[src/rtl/rr_arb_pkg.sv]
// Shared types and helpers for the 8-way round-robin arbiter.
// rr_pick scans from the pointer upward, modulo N_REQ, and returns the first set request.
package rr_arb_pkg;

    localparam int IDX_W = 3;
    localparam int N_REQ = 8;

    typedef enum logic [1:0] {
        IDLE  = 2'd0,
        GRANT = 2'd1,
        GAP   = 2'd2
    } arb_state_t;

    // The result is only meaningful when r is non-zero.
    function automatic logic [IDX_W-1:0] rr_pick(input logic [N_REQ-1:0] r,
                                                 input logic [IDX_W-1:0] p);
        logic [IDX_W-1:0] w;
        logic [IDX_W-1:0] c;
        logic             found;
        w     = p;
        found = 1'b0;
        for (int k = 0; k < N_REQ; k++) begin
            c = p + IDX_W'(k);
            if (!found && r[c]) begin
                w     = c;
                found = 1'b1;
            end
        end
        return w;
    endfunction

endpackage

[src/rtl/idx_decoder.sv]
// Combinational 3-to-8 decoder with an active-low enable.
// Output is all zero while disabled; no state, no latency.
module idx_decoder
    import rr_arb_pkg::*;
(
    input  logic [IDX_W-1:0] i_idx,
    input  logic             i_en_n,
    output logic [N_REQ-1:0] o_dec
);

    always_comb begin
        o_dec = '0;
        if (!i_en_n) begin
            o_dec[i_idx] = 1'b1;
        end
    end

endmodule

[src/rtl/rr_arbiter8.sv]
// Round-robin arbiter for 8 requesters with a hold limit; grant registered 1 cycle after req.
// No backpressure; ARB_GAP_EN inserts one dead cycle on every grant-to-grant handoff.
module rr_arbiter8
    import rr_arb_pkg::*;
#(
    parameter int HOLD_MAX = 4
) (
    input  logic             clk,
    input  logic             rst,
    input  logic [N_REQ-1:0] req,
    output logic [N_REQ-1:0] gnt,
    output logic [IDX_W-1:0] gnt_idx,
    output logic             gnt_valid
);

    localparam logic [7:0] HOLD_LAST = 8'(HOLD_MAX - 1);

    arb_state_t       r_state;
    logic [IDX_W-1:0] r_ptr;
    logic [IDX_W-1:0] r_idx;
    logic [7:0]       r_cnt;

    arb_state_t       w_state_nxt;
    logic [IDX_W-1:0] w_ptr_nxt;
    logic [IDX_W-1:0] w_idx_nxt;
    logic [7:0]       w_cnt_nxt;

    logic [N_REQ-1:0] w_others;
    logic             w_release;
    logic             w_preempt;
    logic [IDX_W-1:0] w_pick_req;
    logic [IDX_W-1:0] w_pick_oth;

    assign w_others   = req & ~(N_REQ'(1) << r_idx);
    assign w_release  = ~req[r_idx];
    assign w_preempt  = req[r_idx] & (|w_others) & (r_cnt == HOLD_LAST);
    assign w_pick_req = rr_pick(req, r_ptr);
    assign w_pick_oth = rr_pick(w_others, r_ptr);

    always_ff @(posedge clk) begin
        if (rst) begin
            r_state <= IDLE;
            r_ptr   <= '0;
            r_idx   <= '0;
            r_cnt   <= '0;
        end else begin
            r_state <= w_state_nxt;
            r_ptr   <= w_ptr_nxt;
            r_idx   <= w_idx_nxt;
            r_cnt   <= w_cnt_nxt;
        end
    end

    always_comb begin
        w_state_nxt = r_state;
        w_ptr_nxt   = r_ptr;
        w_idx_nxt   = r_idx;
        w_cnt_nxt   = r_cnt;
        case (r_state)
            IDLE: begin
                if (|req) begin
                    w_state_nxt = GRANT;
                    w_idx_nxt   = w_pick_req;
                    w_ptr_nxt   = w_pick_req + IDX_W'(1);
                    w_cnt_nxt   = '0;
                end
            end
            GRANT: begin
                if (w_release || w_preempt) begin
                    if (|w_others) begin
`ifdef ARB_GAP_EN
                        w_state_nxt = GAP;
`else
                        w_state_nxt = GRANT;
                        w_idx_nxt   = w_pick_oth;
                        w_ptr_nxt   = w_pick_oth + IDX_W'(1);
                        w_cnt_nxt   = '0;
`endif
                    end else begin
                        w_state_nxt = IDLE;
                    end
                end else if (r_cnt != HOLD_LAST) begin
                    // Stops at the limit so a waiting requester preempts as soon as it appears.
                    w_cnt_nxt = r_cnt + 8'd1;
                end
            end
`ifdef ARB_GAP_EN
            GAP: begin
                if (|req) begin
                    w_state_nxt = GRANT;
                    w_idx_nxt   = w_pick_req;
                    w_ptr_nxt   = w_pick_req + IDX_W'(1);
                    w_cnt_nxt   = '0;
                end else begin
                    w_state_nxt = IDLE;
                end
            end
`endif
            default: begin
                w_state_nxt = IDLE;
            end
        endcase
    end

    assign gnt_valid = (r_state == GRANT);
    assign gnt_idx   = r_idx;

    idx_decoder u_dec (
        .i_idx  (r_idx),
        .i_en_n (~gnt_valid),
        .o_dec  (gnt)
    );

endmodule
[config.mk]
export PLATFORM = sky130hd
export DESIGN_NAME = rr_arbiter8
export DESIGN_NICKNAME = d
export VERILOG_FILES = /design/src/rtl/rr_arb_pkg.sv /design/src/rtl/idx_decoder.sv /design/src/rtl/rr_arbiter8.sv
export SDC_FILE = /design/constraint.sdc
export NUM_CORES = 1
export LEC_CHECK = 0
export ABC_AREA = 1
export ABC_CLOCK_PERIOD_IN_PS = 8670
export CORE_MARGIN = 2
export CORE_UTILIZATION = 25
export CTS_CLUSTER_DIAMETER = 40
export DETAILED_ROUTE_END_ITERATION = 7
export GPL_TIMING_DRIVEN = 0
export PLACE_DENSITY = 0.47
export SYNTH_ARGS = -nofsm -noshare
export SYNTH_HDL_FRONTEND = slang
export SYNTH_HIERARCHICAL = 1
export SYNTH_SLANG_ARGS = --single-unit
[constraint.sdc]
create_clock -name clk -period 8.67 [get_ports clk]
set_clock_uncertainty 0.15 [all_clocks]
set_input_delay 2.601 -clock clk [delete_from_list [all_inputs] [get_ports clk]]
set_output_delay 2.601 -clock clk [all_outputs]
set_load 0.1 [all_outputs]
==> results of run 1 <==
metrics by stage:
| stage | worst slack (ns) | utilization (%) | std cells |
|---|---|---|---|
| final | 3.324 | 29.83 | 536 |
| after floorplan | 3.168 | - | 404 |
| after CTS | 3.319 | 29.83 | 536 |
| after global routing | 2.983 | 29.83 | 536 |
| after global placement | 3.069 | 29.31 | 532 |
| after detailed placement | 3.079 | 29.31 | 532 |
cells in the mapped netlist, drive strengths merged (2+ instances only):
library cell	instances	area, um^2
nor3b	3	22.52
inv	50	187.7
nand3	73	375.4
a211oi	2	15.01
xnor2	3	33.79
o21ai	19	95.09
o21a	3	22.52
o221ai	2	17.52
ha	4	50.05
o211ai	6	45.04
buf	7	56.30
nor2	39	181.4
nand4	9	62.56
a21oi	20	107.6
clkbuf	3	11.26
dfxtp	15	300.3
nand2	136	523.0
a31oi	2	12.51
path summary, 6_finish.rpt:
check	start	endpoint	slack, ns
max	req[3]	r_ptr[1]	3.32
min	r_cnt[4]	r_cnt[4]	0.35
max reg2reg	r_ptr[1]	r_ptr[1]	4.95
min reg2reg	r_cnt[4]	r_cnt[4]	0.35
flip-flops by register name, indices dropped and copies added (netlist names):
signal   count
r_state      1
r_ptr        3
r_cnt        8
gnt_idx      3
cell type report:
type / instances / area share (%)
buffer: 10 / 2.623
multi-input combinational: 329 / 63.67
tap: 108 / 5.245
inverter: 50 / 7.285
timing repair buffer: 20 / 7.771
sequential: 15 / 11.66
clock buffer: 4 / 1.748
layer usage:
metal | up-vias | global-route usage, %
met1 | 1174 | 20.33
met2 | 40 | 27.00
li1 | 1385 | -
met3 | 6 | 0.7914
met4 | 0 | 3.098
met5 | - | 0
power by group through the flow:
stage          clock (W)  sequential [W]  combinational [W]
4_1_cts        0.0000574        0.000105           0.000930
5_1_grt        0.0000612        0.000108            0.00106
2_1_floorplan          0        0.000140           0.000688
3_5_place_dp           0        0.000107           0.000926
3_3_place_gp           0        0.000106           0.000926
6_report       0.0000546        0.000105           0.000929
logic make-up after synthesis:
logic type | share of synthesized area (%)
fa+ha+maj | 2.279
flops | 13.68
simple gates | 53.56
compound gates | 16.58
xor+xnor | 2.280
buf+inv | 11.62
worst max-delay path: cells and delay by family:
family / cells / cell delay, ns
and+or+nand+nor: 11 / 1.07
adders and majority gates: 1 / 0.28
AOI/OAI and AO/OA: 5 / 0.62
buffers and inverters: 3 / 0.74
==> results.tsv, run 1 <==
metric	value	unit
status	finished, final reports clean	
synth.distinct_cells	37	
ctsResizeCount	0	
fin_area	2576	um^2
numClockSinks	15	
wl_met2	3266	um
r2r_cells	19	
dr_total_vias	2605	
core-area	8636	um^2
grt_max_degree	11	
min-delay-path-class	reg -> reg	
overflow	0	
io_pins	22	
m1WireLength	3500	um
vias_per_cell	4.860	
holdPathStages	2	
final_common_cell	nand2_1	
diodes	0	
total_leakage_power	1.215	nW
finalSetupViolCount	0	
drv_cap	0	
arrival	5.32	ns
port_buffers	20	
detail-route-antenna-nets	0	
ctsHoldBuffers	0	
whs	0.3504	ns
ys_warn_count	6	
antenna_found_initial	0	
grt_setup_unrepaired	no	
crit_path_frequent_cell	nand2_1	
avgRoutedWirePerCell	13.07	um
path_cells	clkdlybuf4s50_1, inv_1, nand2_1, o21ai_1, nand2_1, o21ai_0, nand2_1, a21oi_2, nand2_1, nor2_2, nand2_1, nor2_2, nand2_1, nand3_1, nand3_1, nand2_1, inv_1, ha_1, o21ai_0, a21oi_1	
fp-row-count	34	
post-route-period-util	61.66	%
clockPowerShare	5.0	%
placed_area	2531	um^2
met3_length	179	um
clk_latency	0.24	ns
cp_slowest_cell	clkdlybuf4s50_1	
powerDensity	422.4	nW/um^2
worst_pin_slew	0.9825	ns
final_cell_mix	131 x nand2_1, 71 x nand3_1, 40 x inv_1, 31 x nor2_1, 20 x clkdlybuf4s50_1	
irDropWorstVdd	0.00009034	V
ys_ff_latch	15	
p_int	0.0004027	W
crit_type	in -> reg	
final-seq-area	300.3	um^2
area_growth	17.32	%
period_minus_slack	5.346	ns
synthArstFlopShare	0	%
power.switching	0.0006854	W
cts_made_buffers	3	
synth_area	2196	um^2
drt-pass1-iter-count	4	
drt-total-wl	7004	um
drc_errors	0	
slew_violations	0	
power_frac_comb	85.4	%
grt_pass1_wl	12170	um
netlist_instances	404	
drt_iter0_drc	169	
yosysSeqAreaShare	13.68	%
die_w	97.72	um
ys.flop_type	dfxtp_1	
cts_tree	yes	
cts_root_buffer	clkbuf_8	
clockBufferDepth	2	
syn_nets	418	
worstPathMaxFanout	5	
relSlewSlack	34.30	%
crit_required	8.64	ns
setup_tns	0	ns
cts_setup_buffers	0	
routed.top_layer	met4	
dieArea	9549	um^2
seqPwrFrac	9.6	%
place_congestion	0.8691	
max_freq	187.1	MHz
multi_input_area	1640	um^2
fillerInstances	968	
initial_core_util	25.43	%
dp_hpwl	5755	um
grt_pass1_vias	2612	
die_y	97.72	um
h-tree-depth	1	
nets	443	
worstSetupStartpointType	input pin	
avgSynthCellArea	5.435	um^2
switching_share	62.99	%
grt_usage	15.16	%
max_stage_delay	0.52	ns
synth_edf_count	0	
p_total	0.001088	W
layout-drive-gt1-share	9.813	%
finalHoldViolations	0	
clk_pin_slew	0.06	ns
end_kind	flop	
No activity file was read; power rests on OpenSTA's default activity.
==> run 2, diff against run 1 <==
Settings changed: ABC_CLOCK_PERIOD_IN_PS 8670 to 5450.
Clock period 8.67 ns to 5.45 ns, I/O delays scaled along.
==> results of run 2 <==
The final DEF is identical to that of run 1. Status: finished, final reports clean.
Among the figures that moved: setup slack after placement 3.079 ns -> 0.8247 ns; setup slack after layout 3.324 ns -> 1.070 ns; register-to-register setup slack 4.95 ns -> 1.73 ns; total power 0.001088 W -> 0.001731 W; worst IR drop on VDD 0.00009034 V -> 0.0001437 V
==> run 3, diff against run 2 <==
Settings changed: ABC_CLOCK_PERIOD_IN_PS 5450 to 3850, PLACE_DENSITY 0.47 to 0.49.
Clock period 5.45 ns to 3.85 ns, I/O delays scaled along.
==> results.tsv, run 3 (same netlist as run 1, synthesis figures left out) <==
metric	value	unit	change
powerDensity	942.2	nW/um^2	
grt_busiest_layer	met2		
avgRoutedWirePerCell	12.90	um	-1.3%
clk_latency	0.24	ns	about the same
seqPwrFrac	9.6	%	about the same
area_growth	19.43	%	
clk_pin_slew	0.06	ns	about the same
p_total	0.002471	W	
die_w	97.72	um	unchanged
power_frac_comb	85.3	%	about the same
p_int	0.0009169	W	
grt_use_met1	20.37	%	+0.035 points
top_register	r_cnt		
final_common_cell	nand2_1		
crit_required	2.54	ns	
relSlewSlack	33.42	%	-0.88 points
drt_iter0_drc	198		+17%
post-route-period-util	96.72	%	
h-tree-depth	1		unchanged
clockPowerShare	5.0	%	about the same
total_leakage_power	1.293	nW	+6.5%
grt_use_met3	1.367	%	+0.58 points
irDropWorstVdd	0.0002335	V	
finalHoldViolations	0		unchanged
period_minus_slack	3.724	ns	
worst_pin_slew	0.9957	ns	+0.01317 ns
dr_total_vias	2682		+3.0%
grt_pass1_vias	2539		-2.8%
grt_use_met2	24.56	%	-2.4 points
initial_core_util	25.43	%	unchanged
clockBufferDepth	2		unchanged
stdcell_count	536		unchanged
min-delay-path-class	reg -> reg		
die_y	97.72	um	unchanged
arrival	2.42	ns	
final_cell_mix	131 x nand2_1, 71 x nand3_1, 39 x inv_1, 27 x nor2_1, 16 x a21oi_1		
dieArea	9549	um^2	unchanged
multi_input_area	1663	um^2	+1.4%
io_pins	22		unchanged
core-area	8636	um^2	unchanged
worstSetupStartpointType	flop		
crit_type	reg -> out		
place_congestion	0.8299		-4.5%
grt_pass1_wl	11660	um	-4.2%
fillerInstances	1008		+4.1%
cts_tree	yes		
slew_violations	0		unchanged
grt_usage	14.53	%	-0.63 points
vias_per_cell	5.004		+3.0%
drv_cap	0		unchanged
power.switching	0.001554	W	
grt_setup_unrepaired	no		
drt-total-wl	6913	um	-1.3%
worst_slack	0.1264	ns	
end_kind	output pin		
diodes	0		unchanged
finalSetupViolCount	0		unchanged
port_buffers	20		unchanged
cts_setup_buffers	0		unchanged
cts_root_buffer	clkbuf_8		
overflow	0		unchanged
place_ws	-0.2397	ns	
switching_share	62.89	%	
status	finished, final reports clean		
drt-pass1-iter-count	5		+1
cts_made_buffers	3		unchanged
worstPathMaxFanout	9		+4
dp_hpwl	5673	um	-1.4%
layout-drive-gt1-share	12.15	%	+2.3 points
whs	0.3426	ns	-0.007754 ns
detail-route-antenna-nets	0		unchanged
antenna_found_initial	0		unchanged
fin_util	30.37	%	+0.54 points
drc_errors	0		unchanged
max_freq	268.6	MHz	
nets	443		unchanged
numClockSinks	15		unchanged
largest_register_ffs	8		unchanged
dp_cells	532		unchanged
grt_max_degree	11		unchanged
fp-row-count	34		unchanged
final-seq-area	301.5	um^2	+0.42%
## run 3: cell types whose count changed in the layout (fill, tap and decap cells not counted), moves of 2 or more
cell	before	now
a21oi_1	18	16
nor2_2	5	8
o21ai_1	2	6
nor2_1	31	27
clkdlybuf4s50_1	20	12
dlymetal6s2s_1	0	8
o21ai_0	17	13
clkbuf_1	4	2
a21oi_2	2	4
## run 3: final timing paths
path,from,to,slack (ns),cells past startpoint
setup reg to reg,r_ptr[1],r_ptr[1],0.42,19
hold / removal,r_cnt[4],r_cnt[4],0.34,2
hold reg to reg,r_cnt[4],r_cnt[4],0.34,2
setup / recovery,r_state[0],gnt[1],0.13,5
## run 3: repair_timing
item                                    in CTS  in global routing
gates resized for setup                      0                 22
endpoints found under the setup margin       0                  9
hold endpoints to repair                     0                  0
hold buffers                                 0                  0
## run 3: cell type report
type                            count  area share (%)
Tap cell                          108           5.153
Clock buffer                        4           1.718
Sequential cell                    15           11.50
Timing Repair Buffer               20           8.397
Multi-Input combinational cell    329           63.41
Inverter                           50           7.156
Buffer                             10           2.672
## run 3: through the flow
stage | area, um^2 | setup TNS [ns]
after floorplan | 2206 | -0.8132
after global placement | 2541 | -0.5957
after detailed placement | 2541 | -0.5296
after CTS | 2586 | 0
after global routing | 2623 | 0
final | 2623 | 0
## run 3: per-layer routing
| metal | part of all wire, % | vias to the layer above |
|---|---|---|
| met4 | 0.36 | 0 |
| met5 | 0 | - |
| li1 | - | 1390 |
| met1 | 48 | 1225 |
| met2 | 48 | 63 |
| met3 | 4.1 | 4 |
## run 3: power groups by stage
stage          logic [W]  registers, W  clock network, W
3_5_place_dp     0.00208      0.000240                 0
4_1_cts          0.00209      0.000236          0.000132
5_1_grt          0.00239      0.000243          0.000142
3_3_place_gp     0.00209      0.000238                 0
6_report         0.00211      0.000238          0.000125
2_1_floorplan    0.00156      0.000315                 0
## run 3: critical path, cell delays in order, from the launching register on
cell and delay (ns):
dfxtp_1 0.53, inv_1 0.19, inv_2 0.11, nand2_2 0.08, nor2_1 0.12, clkdlybuf4s50_1 1.15
